File: config.mk
export PLATFORM = sky130hd
export DESIGN_NAME = alarm_clock_core
export DESIGN_NICKNAME = d
export VERILOG_FILES = /design/src/rtl/alarm_clock_core.sv
export SDC_FILE = /design/constraint.sdc
export NUM_CORES = 1
export LEC_CHECK = 0
export CAP_MARGIN = 15
export CORE_UTILIZATION = 35
export CTS_CLUSTER_DIAMETER = 100
export CTS_CLUSTER_SIZE = 24
export DETAILED_ROUTE_END_ITERATION = 10
export GPL_ROUTABILITY_DRIVEN = 0
export GPL_TIMING_DRIVEN = 0
export PLACE_DENSITY_LB_ADDON = 0.25
export SLEW_MARGIN = 20
export SYNTH_ARGS = -nofsm -noshare
export SYNTH_HDL_FRONTEND = slang
export SYNTH_SLANG_ARGS = --single-unit
File: constraint.sdc
create_clock -name clk -period 6.95 [get_ports clk]
set_input_delay 1.39 -clock clk [delete_from_list [all_inputs] [get_ports clk]]
set_output_delay 1.39 -clock clk [all_outputs]
set_load 0.01 [all_outputs]
File: src/rtl/alarm_clock_core.sv
// -----------------------------------------------------------------------------
// alarm_clock_core
//
// Timekeeping and alarm controller. Keeps a 24 h HH:MM:SS clock and
// NUM_ALARMS HH:MM alarm registers. An edit-mode FSM runs from one-cycle
// debounced button pulses. A ring output is raised on an alarm match and
// stops automatically after RING_SEC seconds. The block drives BCD digits
// to the display path.
//
// Optional feature macro: ALARM_SNOOZE_EN
//   When defined, up/down during a ring start a SNOOZE_MIN minute snooze.
//   The ring restarts when the snooze ends. center cancels a pending snooze.
//   When undefined, no snooze counter is built.
//
// Ports:
//   clk        system clock
//   rst        asynchronous reset, active-low
//   tick_1hz   one-cycle pulse per second, synchronous to clk
//   up/down/right/left/center  one-cycle debounced button pulses
//   alarm_sw   per-alarm arm switches (bit k arms alarm k)
//   th1, th2   displayed hours tens / units (BCD)
//   tm1, tm2   displayed minutes tens / units (BCD)
//   mode       FSM state: CLK=0, SET_TH=1, SET_TM=2, SET_AH=3, SET_AM=4
//   alarm_idx  alarm currently being edited
//   blink      field under edit: bit1 hours, bit0 minutes
//   ring       alarm sounding
//   ring_idx   alarm that caused the current ring
// -----------------------------------------------------------------------------
module alarm_clock_core #(
    parameter  int NUM_ALARMS = 2,
    parameter  int RING_SEC   = 60,
    parameter  int SNOOZE_MIN = 5,
    localparam int IW         = (NUM_ALARMS > 1) ? $clog2(NUM_ALARMS) : 1
) (
    input  logic                  clk,
    input  logic                  rst,
    input  logic                  tick_1hz,
    input  logic                  up,
    input  logic                  down,
    input  logic                  right,
    input  logic                  left,
    input  logic                  center,
    input  logic [NUM_ALARMS-1:0] alarm_sw,
    output logic [1:0]            th1,
    output logic [3:0]            th2,
    output logic [2:0]            tm1,
    output logic [3:0]            tm2,
    output logic [2:0]            mode,
    output logic [IW-1:0]         alarm_idx,
    output logic [1:0]            blink,
    output logic                  ring,
    output logic [IW-1:0]         ring_idx
);

    // Elaboration-time parameter range checks.
    if (NUM_ALARMS < 1 || NUM_ALARMS > 8) begin : g_bad_num_alarms
        $error("alarm_clock_core: NUM_ALARMS must be 1..8");
    end
    if (RING_SEC < 1 || RING_SEC > 255) begin : g_bad_ring_sec
        $error("alarm_clock_core: RING_SEC must be 1..255");
    end
    if (SNOOZE_MIN < 1) begin : g_bad_snooze_min
        $error("alarm_clock_core: SNOOZE_MIN must be at least 1");
    end

    typedef enum logic [2:0] {
        MODE_CLK    = 3'd0,
        MODE_SET_TH = 3'd1,
        MODE_SET_TM = 3'd2,
        MODE_SET_AH = 3'd3,
        MODE_SET_AM = 3'd4
    } mode_t;

    localparam logic [IW-1:0] LAST_IDX = IW'(NUM_ALARMS - 1);

`ifdef ALARM_SNOOZE_EN
    localparam int SNZ_TICKS = SNOOZE_MIN * 60;
    localparam int SNZ_W     = $clog2(SNZ_TICKS + 1);
`endif

    // ------------------------------------------------------------------
    // State registers and their next-state values
    // ------------------------------------------------------------------
    mode_t          mode_q, mode_d;
    logic [IW-1:0]  idx_q, idx_d;
    logic [5:0]     sec_q, sec_d;
    logic [5:0]     min_q, min_d;
    logic [4:0]     hr_q, hr_d;
    logic [4:0]     ahr_q  [NUM_ALARMS];
    logic [4:0]     ahr_d  [NUM_ALARMS];
    logic [5:0]     amin_q [NUM_ALARMS];
    logic [5:0]     amin_d [NUM_ALARMS];
    logic           ring_q, ring_d;
    logic [IW-1:0]  ring_idx_q, ring_idx_d;
    logic [7:0]     ring_cnt_q, ring_cnt_d;
`ifdef ALARM_SNOOZE_EN
    logic [SNZ_W-1:0] snz_cnt_q, snz_cnt_d;
`endif

    // ------------------------------------------------------------------
    // Helpers: wrap-around step for hour and minute fields
    // ------------------------------------------------------------------
    function automatic logic [4:0] hr_step(input logic [4:0] v,
                                           input logic inc, input logic dec);
        hr_step = v;
        if (inc)      hr_step = (v == 5'd23) ? 5'd0  : v + 5'd1;
        else if (dec) hr_step = (v == 5'd0)  ? 5'd23 : v - 5'd1;
    endfunction

    function automatic logic [5:0] min_step(input logic [5:0] v,
                                            input logic inc, input logic dec);
        min_step = v;
        if (inc)      min_step = (v == 6'd59) ? 6'd0  : v + 6'd1;
        else if (dec) min_step = (v == 6'd0)  ? 6'd59 : v - 6'd1;
    endfunction

    // ------------------------------------------------------------------
    // Time after one second has elapsed (used both for advancing and
    // for alarm matching, which looks at the post-increment time).
    // ------------------------------------------------------------------
    logic [5:0] sec_inc, min_inc;
    logic [4:0] hr_inc;

    // NOTE: every signal written in an always_comb gets a default first,
    // so no path leaves it unassigned and no latch is inferred.
    always_comb begin
        sec_inc = sec_q + 6'd1;
        min_inc = min_q;
        hr_inc  = hr_q;
        if (sec_q == 6'd59) begin
            sec_inc = 6'd0;
            if (min_q == 6'd59) begin
                min_inc = 6'd0;
                hr_inc  = (hr_q == 5'd23) ? 5'd0 : hr_q + 5'd1;
            end else begin
                min_inc = min_q + 6'd1;
            end
        end
    end

    logic advance;
    assign advance = tick_1hz && (mode_q == MODE_CLK    ||
                                  mode_q == MODE_SET_AH ||
                                  mode_q == MODE_SET_AM);

    // Armed alarms equal to the post-increment HH:MM; lowest index wins.
    logic [NUM_ALARMS-1:0] hit;
    logic [IW-1:0]         match_idx;
    logic                  match_now;

    always_comb begin
        hit       = '0;
        match_idx = '0;
        for (int k = 0; k < NUM_ALARMS; k++) begin
            hit[k] = alarm_sw[k] && (ahr_q[k] == hr_inc) && (amin_q[k] == min_inc);
        end
        for (int k = NUM_ALARMS - 1; k >= 0; k--) begin
            if (hit[k]) match_idx = IW'(k);
        end
    end

    assign match_now = advance && (sec_inc == 6'd0) && (|hit);

    // ------------------------------------------------------------------
    // Button qualification. While ringing, center only dismisses; with
    // snooze built in, up/down only snooze and center cancels a snooze.
    // ------------------------------------------------------------------
    logic center_taken;
    logic adjust_taken;
    logic nav_center;
    logic inc, dec;

    always_comb begin
`ifdef ALARM_SNOOZE_EN
        center_taken = ring_q || (snz_cnt_q != '0);
        adjust_taken = ring_q;
`else
        center_taken = ring_q;
        adjust_taken = 1'b0;
`endif
        nav_center = center && !center_taken;
        inc        = up && !down && !adjust_taken;
        dec        = down && !up && !adjust_taken;
    end

    // ------------------------------------------------------------------
    // Next-state logic: FSM, time, alarms, ring, snooze
    // ------------------------------------------------------------------
    always_comb begin
        mode_d     = mode_q;
        idx_d      = idx_q;
        sec_d      = sec_q;
        min_d      = min_q;
        hr_d       = hr_q;
        ahr_d      = ahr_q;
        amin_d     = amin_q;
        ring_d     = ring_q;
        ring_idx_d = ring_idx_q;
        ring_cnt_d = ring_cnt_q;
`ifdef ALARM_SNOOZE_EN
        snz_cnt_d  = snz_cnt_q;
`endif

        // Timekeeping: adjust and advance never apply in the same mode.
        if (advance) begin
            sec_d = sec_inc;
            min_d = min_inc;
            hr_d  = hr_inc;
        end

        unique case (mode_q)
            MODE_SET_TH: hr_d          = hr_step(hr_q, inc, dec);
            MODE_SET_TM: min_d         = min_step(min_q, inc, dec);
            MODE_SET_AH: ahr_d[idx_q]  = hr_step(ahr_q[idx_q], inc, dec);
            MODE_SET_AM: amin_d[idx_q] = min_step(amin_q[idx_q], inc, dec);
            default: ;
        endcase

        // Navigation: center beats right, right beats left.
        if (nav_center) begin
            mode_d = (mode_q == MODE_CLK) ? MODE_SET_TH : MODE_CLK;
        end else if (right) begin
            unique case (mode_q)
                MODE_CLK:    mode_d = MODE_CLK;
                MODE_SET_TH: mode_d = MODE_SET_TM;
                MODE_SET_TM: begin
                    mode_d = MODE_SET_AH;
                    idx_d  = '0;
                end
                MODE_SET_AH: mode_d = MODE_SET_AM;
                MODE_SET_AM: begin
                    if (idx_q == LAST_IDX) begin
                        mode_d = MODE_SET_TH;
                    end else begin
                        mode_d = MODE_SET_AH;
                        idx_d  = idx_q + IW'(1);
                    end
                end
                default: mode_d = MODE_CLK;
            endcase
        end else if (left) begin
            unique case (mode_q)
                MODE_CLK:    mode_d = MODE_CLK;
                MODE_SET_TH: begin
                    mode_d = MODE_SET_AM;
                    idx_d  = LAST_IDX;
                end
                MODE_SET_TM: mode_d = MODE_SET_TH;
                MODE_SET_AH: begin
                    if (idx_q == '0) begin
                        mode_d = MODE_SET_TM;
                    end else begin
                        mode_d = MODE_SET_AM;
                        idx_d  = idx_q - IW'(1);
                    end
                end
                MODE_SET_AM: mode_d = MODE_SET_AH;
                default:     mode_d = MODE_CLK;
            endcase
        end

        // Seconds restart from zero whenever the hour edit is entered.
        if (mode_d == MODE_SET_TH && mode_q != MODE_SET_TH) begin
            sec_d = 6'd0;
        end

        // Ring and snooze control.
        if (ring_q) begin
            if (tick_1hz) begin
                ring_cnt_d = ring_cnt_q - 8'd1;
                if (ring_cnt_q == 8'd1) ring_d = 1'b0;
            end
            if (center) begin
                ring_d     = 1'b0;
                ring_cnt_d = 8'd0;
            end
`ifdef ALARM_SNOOZE_EN
            if (up || down) begin
                ring_d     = 1'b0;
                ring_cnt_d = 8'd0;
                snz_cnt_d  = SNZ_W'(SNZ_TICKS);
            end
`endif
        end else begin
`ifdef ALARM_SNOOZE_EN
            if (snz_cnt_q != '0) begin
                if (center) begin
                    snz_cnt_d = '0;
                end else if (tick_1hz) begin
                    snz_cnt_d = snz_cnt_q - SNZ_W'(1);
                    if (snz_cnt_q == SNZ_W'(1)) begin
                        ring_d     = 1'b1;
                        ring_cnt_d = 8'(RING_SEC);
                    end
                end
            end
`endif
            // A fresh match overrides a pending or expiring snooze.
            if (match_now) begin
                ring_d     = 1'b1;
                ring_idx_d = match_idx;
                ring_cnt_d = 8'(RING_SEC);
`ifdef ALARM_SNOOZE_EN
                snz_cnt_d  = '0;
`endif
            end
        end
    end

    // ------------------------------------------------------------------
    // State registers
    // ------------------------------------------------------------------
    // NOTE: sequential state uses non-blocking assignments so every
    // register samples pre-edge values regardless of statement order.
    always_ff @(posedge clk or negedge rst) begin
        if (!rst) begin
            mode_q     <= MODE_CLK;
            idx_q      <= '0;
            sec_q      <= 6'd0;
            min_q      <= 6'd0;
            hr_q       <= 5'd0;
            ring_q     <= 1'b0;
            ring_idx_q <= '0;
            ring_cnt_q <= 8'd0;
`ifdef ALARM_SNOOZE_EN
            snz_cnt_q  <= '0;
`endif
            // NOTE: the alarm bank is a handful of flops rather than a RAM,
            // and a known 00:00 after reset is visible behaviour, so it is reset.
            for (int k = 0; k < NUM_ALARMS; k++) begin
                ahr_q[k]  <= 5'd0;
                amin_q[k] <= 6'd0;
            end
        end else begin
            mode_q     <= mode_d;
            idx_q      <= idx_d;
            sec_q      <= sec_d;
            min_q      <= min_d;
            hr_q       <= hr_d;
            ring_q     <= ring_d;
            ring_idx_q <= ring_idx_d;
            ring_cnt_q <= ring_cnt_d;
`ifdef ALARM_SNOOZE_EN
            snz_cnt_q  <= snz_cnt_d;
`endif
            for (int k = 0; k < NUM_ALARMS; k++) begin
                ahr_q[k]  <= ahr_d[k];
                amin_q[k] <= amin_d[k];
            end
        end
    end

    // ------------------------------------------------------------------
    // Output decode
    // ------------------------------------------------------------------
    logic       show_alarm;
    logic [4:0] disp_hr;
    logic [5:0] disp_min;

    assign show_alarm = (mode_q == MODE_SET_AH) || (mode_q == MODE_SET_AM);
    assign disp_hr    = show_alarm ? ahr_q[idx_q]  : hr_q;
    assign disp_min   = show_alarm ? amin_q[idx_q] : min_q;

    // Binary to BCD for values bounded by 23 and 59.
    always_comb begin
        th1 = 2'd0;
        if (disp_hr >= 5'd20)      th1 = 2'd2;
        else if (disp_hr >= 5'd10) th1 = 2'd1;
        th2 = 4'(disp_hr - 5'(th1) * 5'd10);

        tm1 = 3'd0;
        if (disp_min >= 6'd50)      tm1 = 3'd5;
        else if (disp_min >= 6'd40) tm1 = 3'd4;
        else if (disp_min >= 6'd30) tm1 = 3'd3;
        else if (disp_min >= 6'd20) tm1 = 3'd2;
        else if (disp_min >= 6'd10) tm1 = 3'd1;
        tm2 = 4'(disp_min - 6'(tm1) * 6'd10);
    end

    always_comb begin
        blink = 2'b00;
        unique case (mode_q)
            MODE_SET_TH, MODE_SET_AH: blink = 2'b10;
            MODE_SET_TM, MODE_SET_AM: blink = 2'b01;
            default:                  blink = 2'b00;
        endcase
    end

    assign mode      = mode_q;
    assign alarm_idx = idx_q;
    assign ring      = ring_q;
    assign ring_idx  = ring_idx_q;

endmodule
# After elaboration in Yosys (flattened, before gate mapping)
# Index checks and enable logic that the tools add are counted.
[totals]
register_bits = 53
word_cells = 173
[classes]
n_addsub = 14
n_mul = 2
order_cmp = 9
n_eq_ne = 20
muxes = 75
bitwise_logic = 3
reduce_logical = 38
[op_table]
columns = ["cell", "n"]
rows = [
  ["2-to-1 mux 6 bit", 20],
  ["2-to-1 mux 5 bit", 18],
  ["2-to-1 mux 8 bit", 4],
  ["case mux 3 bit (4 select lines)", 2],
  ["adder 6 x 1 -> 6 bit, second input constant", 3],
  ["== test 6 bit, second input constant", 3],
  ["zero test 6 bit", 3],
  ["2-to-1 mux 3 bit", 6],
  ["2-to-1 mux 1 bit", 14],
  ["bitwise mux 12 bit", 1],
  ["== test 6 bit", 2],
  [">= comparator 6 x 5 -> 1 bit, second input constant", 2],
  [">= comparator 6 bit, second input constant", 2],
  ["logical AND 1 bit", 12],
  ["subtractor 6 x 1 -> 6 bit, second input constant", 2],
  ["adder 5 x 1 -> 5 bit, second input constant", 2],
  ["bitwise mux 10 bit", 1],
  ["== test 5 bit", 2],
  ["== test 5 bit, second input constant", 2],
  ["zero test 5 bit", 2],
  ["nonzero test 2 bit", 5],
  ["subtractor 5 x 1 -> 5 bit, second input constant", 2],
  ["!= test 3 bit, second input constant", 3],
  ["== test 8 x 1 -> 1 bit, second input constant", 1],
  ["29 further kinds", 47],
]

# Longest topological paths before layout
[depth]
ltp_word = 13
depth_mapped = 13
ltp_nobuf = 11

# Least setup slack after synthesis
# No wires, ideal clock.
[synth_timing]
path_kind = "register to output"
start = "register idx_q (netlist: alarm_idx)"
end = "output tm2[3]"
arrival_ps = 2898
t_required_ps = 5560
setup_slack_ps = 2662
path_stages_with_launch = 13
cell_sequence = "dfrtp_1 > clkbuf_1 > buf_2 > mux2i_1 > nand2_1 > o21ai_0 > and2_1 > nor3_1 > a21oi_1 > a21oi_1 > ha_1 > fa_1 > xnor2_1"
[synth_between]
elab_chain_len = 13
word_cells_on_any_way = 17
cone_classes = "add/sub: 1; mul: 1; order compare: 5; mux: 9; bitwise: 1"
[synth_rtl]
columns = ["item", "line", "text"]
rows = [
  ["start: declaration", "85", "logic [IW-1:0] idx_q, idx_d;"],
  ["start signal: assignment", "336", "idx_q <= idx_d;"],
  ["NOT 1 -> 2 bit (implied by the code) *", "362", "assign disp_min = show_alarm ? amin_q[idx_q] : min_q;"],
  ["2-to-1 mux 6 bit (implied by the code) * (3 in a row)", "362", ""],
  ["2-to-1 mux 6 bit *", "362", ""],
  [">= comparator 6 x 4 -> 1 bit", "376", "else if (disp_min >= 6'd10) tm1 = 3'd1;"],
  ["2-to-1 mux 1 bit", "376", ""],
  ["2-to-1 mux 2 bit", "375", "else if (disp_min >= 6'd20) tm1 = 3'd2;"],
  ["2-to-1 mux 2 bit", "374", "else if (disp_min >= 6'd30) tm1 = 3'd3;"],
  ["2-to-1 mux 3 bit", "373", "else if (disp_min >= 6'd40) tm1 = 3'd4;"],
  ["2-to-1 mux 3 bit *", "372", "if (disp_min >= 6'd50) tm1 = 3'd5;"],
  ["net tm1[0]", "46", "output logic [2:0] tm1,"],
  ["multiplier 3 x 3 -> 3 bit *", "377", "tm2 = 4'(disp_min - 6'(tm1) * 6'd10);"],
  ["subtractor 4 bit *", "377", ""],
  ["end: declaration", "47", "output logic [3:0] tm2,"],
]
# The timed path passes the listed nets; every way through them passes the cells marked *. The select of a mux whose other input is x is not followed.

# Worst setup path after layout
[layout_timing]
start = "register mode_q[2] (netlist: mode[2])"
end = "output tm2[3]"
[layout_between]
elab_chain_len = 11
word_cells_on_any_way = 16
cone_classes = "add/sub: 1; mul: 1; order compare: 5; eq/ne: 2; mux: 6; reduce/logical: 1"
[layout_rtl]
columns = ["item", "line", "text"]
rows = [
  ["start: declaration", "84", "mode_t mode_q, mode_d;"],
  ["start signal: assignment", "335", "mode_q <= mode_d;"],
  ["== test 3 x 2 -> 1 bit / == test 3 bit (equally long branches)", "360", "assign show_alarm = (mode_q == MODE_SET_AH) || (mode_q == MODE_SET_AM);"],
  ["logical OR 1 bit *", "360", ""],
  ["2-to-1 mux 6 bit *", "362", ""],
  [">= comparator 6 x 4 -> 1 bit", "376", ""],
  ["2-to-1 mux 1 bit", "376", ""],
  ["2-to-1 mux 2 bit", "375", ""],
  ["2-to-1 mux 2 bit", "374", ""],
  ["2-to-1 mux 3 bit", "373", ""],
  ["2-to-1 mux 3 bit", "372", ""],
  ["multiplier 3 x 3 -> 3 bit", "377", ""],
  ["subtractor 4 bit *", "377", ""],
]
# Every way passes the cells marked *; elsewhere a longest branch is shown, timed or not.

==> run_results.csv <==
group,metric,value,unit
outcome,outcome,"finished, final reports clean",
floorplanning,rows,43,
timing,finalSetupViolCount,0,
logic_synthesis,synthTopCellsByCount,"68 x a21oi_1, 67 x nor2_1, 65 x nand2_1",
layout,layout-drive-gt1-share,8.247,%
worst_setup_path,criticalPathCategory,"reg -> out",
clock_network,cts.reportedPaths.clkPinSlew,0.08,ns
timing,final-hold-violation-count,0,
logic_synthesis,yosysSeqAreaShare,26.71,%
worst_setup_path,worst_setup_path_start_kind,"flop",
logic_synthesis,synth.most_common_cell,"a21oi_1",
clock_network,tritoncts,"yes",
worst_setup_path,crit_path_max_incr_delay,0.55,ns
logic_synthesis,synthFlopType,"dfrtp_1",
detailed_routing,vias,5127,
detailed_routing,drtIter0Drc,570,
layout,postLayoutCoreUtil,40.78,%
timing,layout_setup_ws,1.354,ns
worst_setup_path,crit_top_cell,"a21oi_1",
clock_network,clock_tree.buffer_depth,2,
detailed_routing,wl_met3,947,um
floorplanning,die_w,121.1,um
detailed_routing,routedWlPerCell,17.50,um
logic_synthesis,synth_area_leaders,"dfrtp_1 27%, a21oi_1 6.9%, nor2_1 5.1%",
worst_setup_path,critPathRequiredTime,5.56,ns
power_and_ir_drop,ir_drop,362.7,uV
power_and_ir_drop,p_int,1291,uW
power_and_ir_drop,p_switching,1209,uW
layout,area_growth,14.01,%
worst_setup_path,critPathSlowestCell,"clkdlybuf4s50_1",
floorplanning,dieArea,14670,um2
layout,antenna_cells,0,
global_route,grt_max_degree,54,
layout,layout.nets,708,
detailed_routing,met2_length,6.950,mm
clock_network,htree_levels,2,
logic_synthesis,yosysWarningCount,0,
placed_design,place_ws,1.730,ns
floorplanning,die_h,121.1,um
global_route,grt.overflow.total,0,
timing,finalMaxSlewViolations,0,
timing,fmax,0.1787,GHz
floorplanning,initial_utilization,35.77,%
detailed_routing,postRouteAntennaNets,0,
detailed_routing,wl_met1,6.741,mm
timing,finalCriticalPeriod,5.596,ns
timing,tns,0,ns
power_and_ir_drop,sequentialPowerShare,21.6,%
layout,stdcell_count,859,
detailed_routing,drc,0,
detailed_routing,avgViaCountPerCell,5.969,
timing,maxSlewHeadroom,47.85,%
timing,skew,0.01001,ns
clock_network,worstSkewPairLatency,0.31,ns
clock_network,cts_setup_buffers,0,
power_and_ir_drop,power_density,441.7,nW/um2
logic_synthesis,syn_avg_cell_area,7.733,um2
power_and_ir_drop,pwr-share-comb,66.3,%
timing,min_period_over_period,80.52,%
placed_design,place_hpwl,11.10,mm
global_route,grtUsageTotal,20.62,%
floorplanning,fp.coreArea,13880,um2
min_path,hold_class,"reg -> reg",
placed_design,dp_cells,851,
power_and_ir_drop,p_leak,0.002287,uW
detailed_routing,dr.pass1.iters,5,
detailed_routing,wl,15.04,mm
logic_synthesis,synth_edf_count,0,
clock_network,cts_root_buf,"clkbuf_16",
timing,rsz0062_at_grt,"false",
power_and_ir_drop,clkPwrFrac,12.1,%
worst_setup_path,crit_chain,"clkbuf_1 -> nand2b_1 -> o21ai_1 -> buf_2 -> nand2_1 -> o21ai_0 -> and2_1 -> nor3_1 -> a21oi_1 -> a21oi_1 -> ha_1 -> fa_1 -> xnor2_1 -> clkdlybuf4s50_1",
worst_setup_path,endpoint_kind,"output port",
logic_synthesis,synth.largest_area_cell,"dfrtp_1",
logic_synthesis,ys_types,75,
worst_setup_path,worst-path-buf-inv,3,
timing,worst_pin_slew,0.7605,ns
clock_network,hold_buffers,0,
logic_synthesis,synth-seq-cells,53,
logic_synthesis,synth_top_cell_area_share,26.71,%
logic_synthesis,synth_fp_nets,672,
global_route,grt_pass1_vias,4651,
placed_design,io_buffers,29,
clock_network,numCtsBuffers,5,
clock_network,cts.sinks,53,
logic_synthesis,postSynthCellCount,642,
global_route,grt_pass1_wl,23.82,mm
floorplanning,pin_count,31,
worst_setup_path,cp_max_fo,10,
flow_run,maxCapViolCount,0,
worst_setup_path,arrival,4.21,ns
power_and_ir_drop,switching_share,48.35,%
clock_network,cts_resized,0,
global_route,antenna_found_initial,0,
detailed_routing,dr.max_layer_used,"met4",
logic_synthesis,async_reset_ff_share,100.0,%
logic_synthesis,synth_area,4965,um2
worst_setup_path,path_delay_family,"buffers and inverters",
-- sequential cells by signal, summed over array words and instances (netlist names) --
signal	cells
ring	1
ring_idx	1
mode	3
min_q	6
sec_q	6
amin_q	12
hr_q	5
ring_cnt_q	8
alarm_idx	1
ahr_q	10
-- final cells by class --
cell class	instances	area, um2
plain buffers	36	178.9
multi-input cells	521	3346
repair buffers	29	287.8
well taps	180	225.2
clock buffers	6	138.9
flip-flops and latches	53	1326
inverters	32	120.1
fillers	1430	8220
clock inverters	2	37.54
-- worst paths after layout --
check                          from       endpoint  slack (ns)  depth (start not counted)
min                        ring_idx       ring_idx        0.54                          1
max in group asynchronous       rst        hr_q[1]        5.33                          1
max reg2reg                sec_q[0]  ring_cnt_q[7]        3.70                          9
max                         mode[2]         tm2[3]        1.35                         14
min in group asynchronous       rst       min_q[0]        1.13                          1
min reg2reg                ring_idx       ring_idx        0.54                          1
-- power groups by stage --
| stage | Combinational (uW) | Clock, uW | Sequential, uW |
|---|---|---|---|
| 2_1_floorplan | 1140 | 0 | 500 |
| 3_3_place_gp | 1600 | 0 | 539 |
| 3_5_place_dp | 1630 | 0 | 543 |
| 4_1_cts | 1640 | 306 | 537 |
| 5_1_grt | 1820 | 317 | 555 |
| 6_report | 1660 | 303 | 540 |
-- kinds of logic after synthesis --
family          count (synthesis)  synth area share [%]
flops                          53                 26.71
fa+ha+maj                      20                 5.343
buf+inv                        68                 6.023
xor+xnor                       31                 5.469
mux                            25                 5.670
simple gates                  225                 22.08
compound gates                220                 28.71
-- layout by cell type (no fill, tap or decap), types with 4 or more instances in the layout --
cell type / n
mux2i_1: 11
and2_1: 5
o22ai_1: 10
a31oi_1: 12
nand2_1: 65
a32o_1: 5
o31a_1: 5
a22oi_1: 6
and3b_1: 4
o211ai_1: 5
a21oi_1: 68
xnor2_1: 16
clkdlybuf4s50_1: 28
dfrtp_1: 53
buf_4: 5
nand2b_1: 6
nand4_1: 5
clkbuf_1: 18
a22o_1: 6
o21ai_0: 43
xor2_1: 15
a21o_1: 4
buf_2: 11
inv_1: 32
clkbuf_16: 5
nand3_1: 22
a211oi_1: 10
mux2_2: 12
nor3_1: 19
o21ai_1: 8
nor2b_1: 5
nor2_1: 67
o21a_1: 4
ha_1: 18
-- through the flow --
step	power (uW)	hold WS (ns)	cell area [um2]
6_report	2500	0.5429	5660
5_1_grt	2695	0.5690	5660
4_1_cts	2483	0.5392	5654
3_5_place_dp	2169	0.5245	5478
3_3_place_gp	2141	0.5128	5480
2_1_floorplan	1640	0.4916	4965
-- routing by layer --
layer	up-vias	GRT usage, %
met1	2464	27.93
met5	-	0
met2	223	32.68
li1	2407	-
met4	0	8.179
met3	33	3.242
-- worst register-to-register path, delay by kind of cell, from the launching register on --
kind / cells / cell delay [ns]
flops: 1 / 0.44
fa+ha+maj: 1 / 0.29
xor+xnor: 1 / 0.13
compound gates: 4 / 1.22
mux: 1 / 0.36
simple gates: 2 / 0.67
Note: power is estimated with default switching activity, not from simulation.
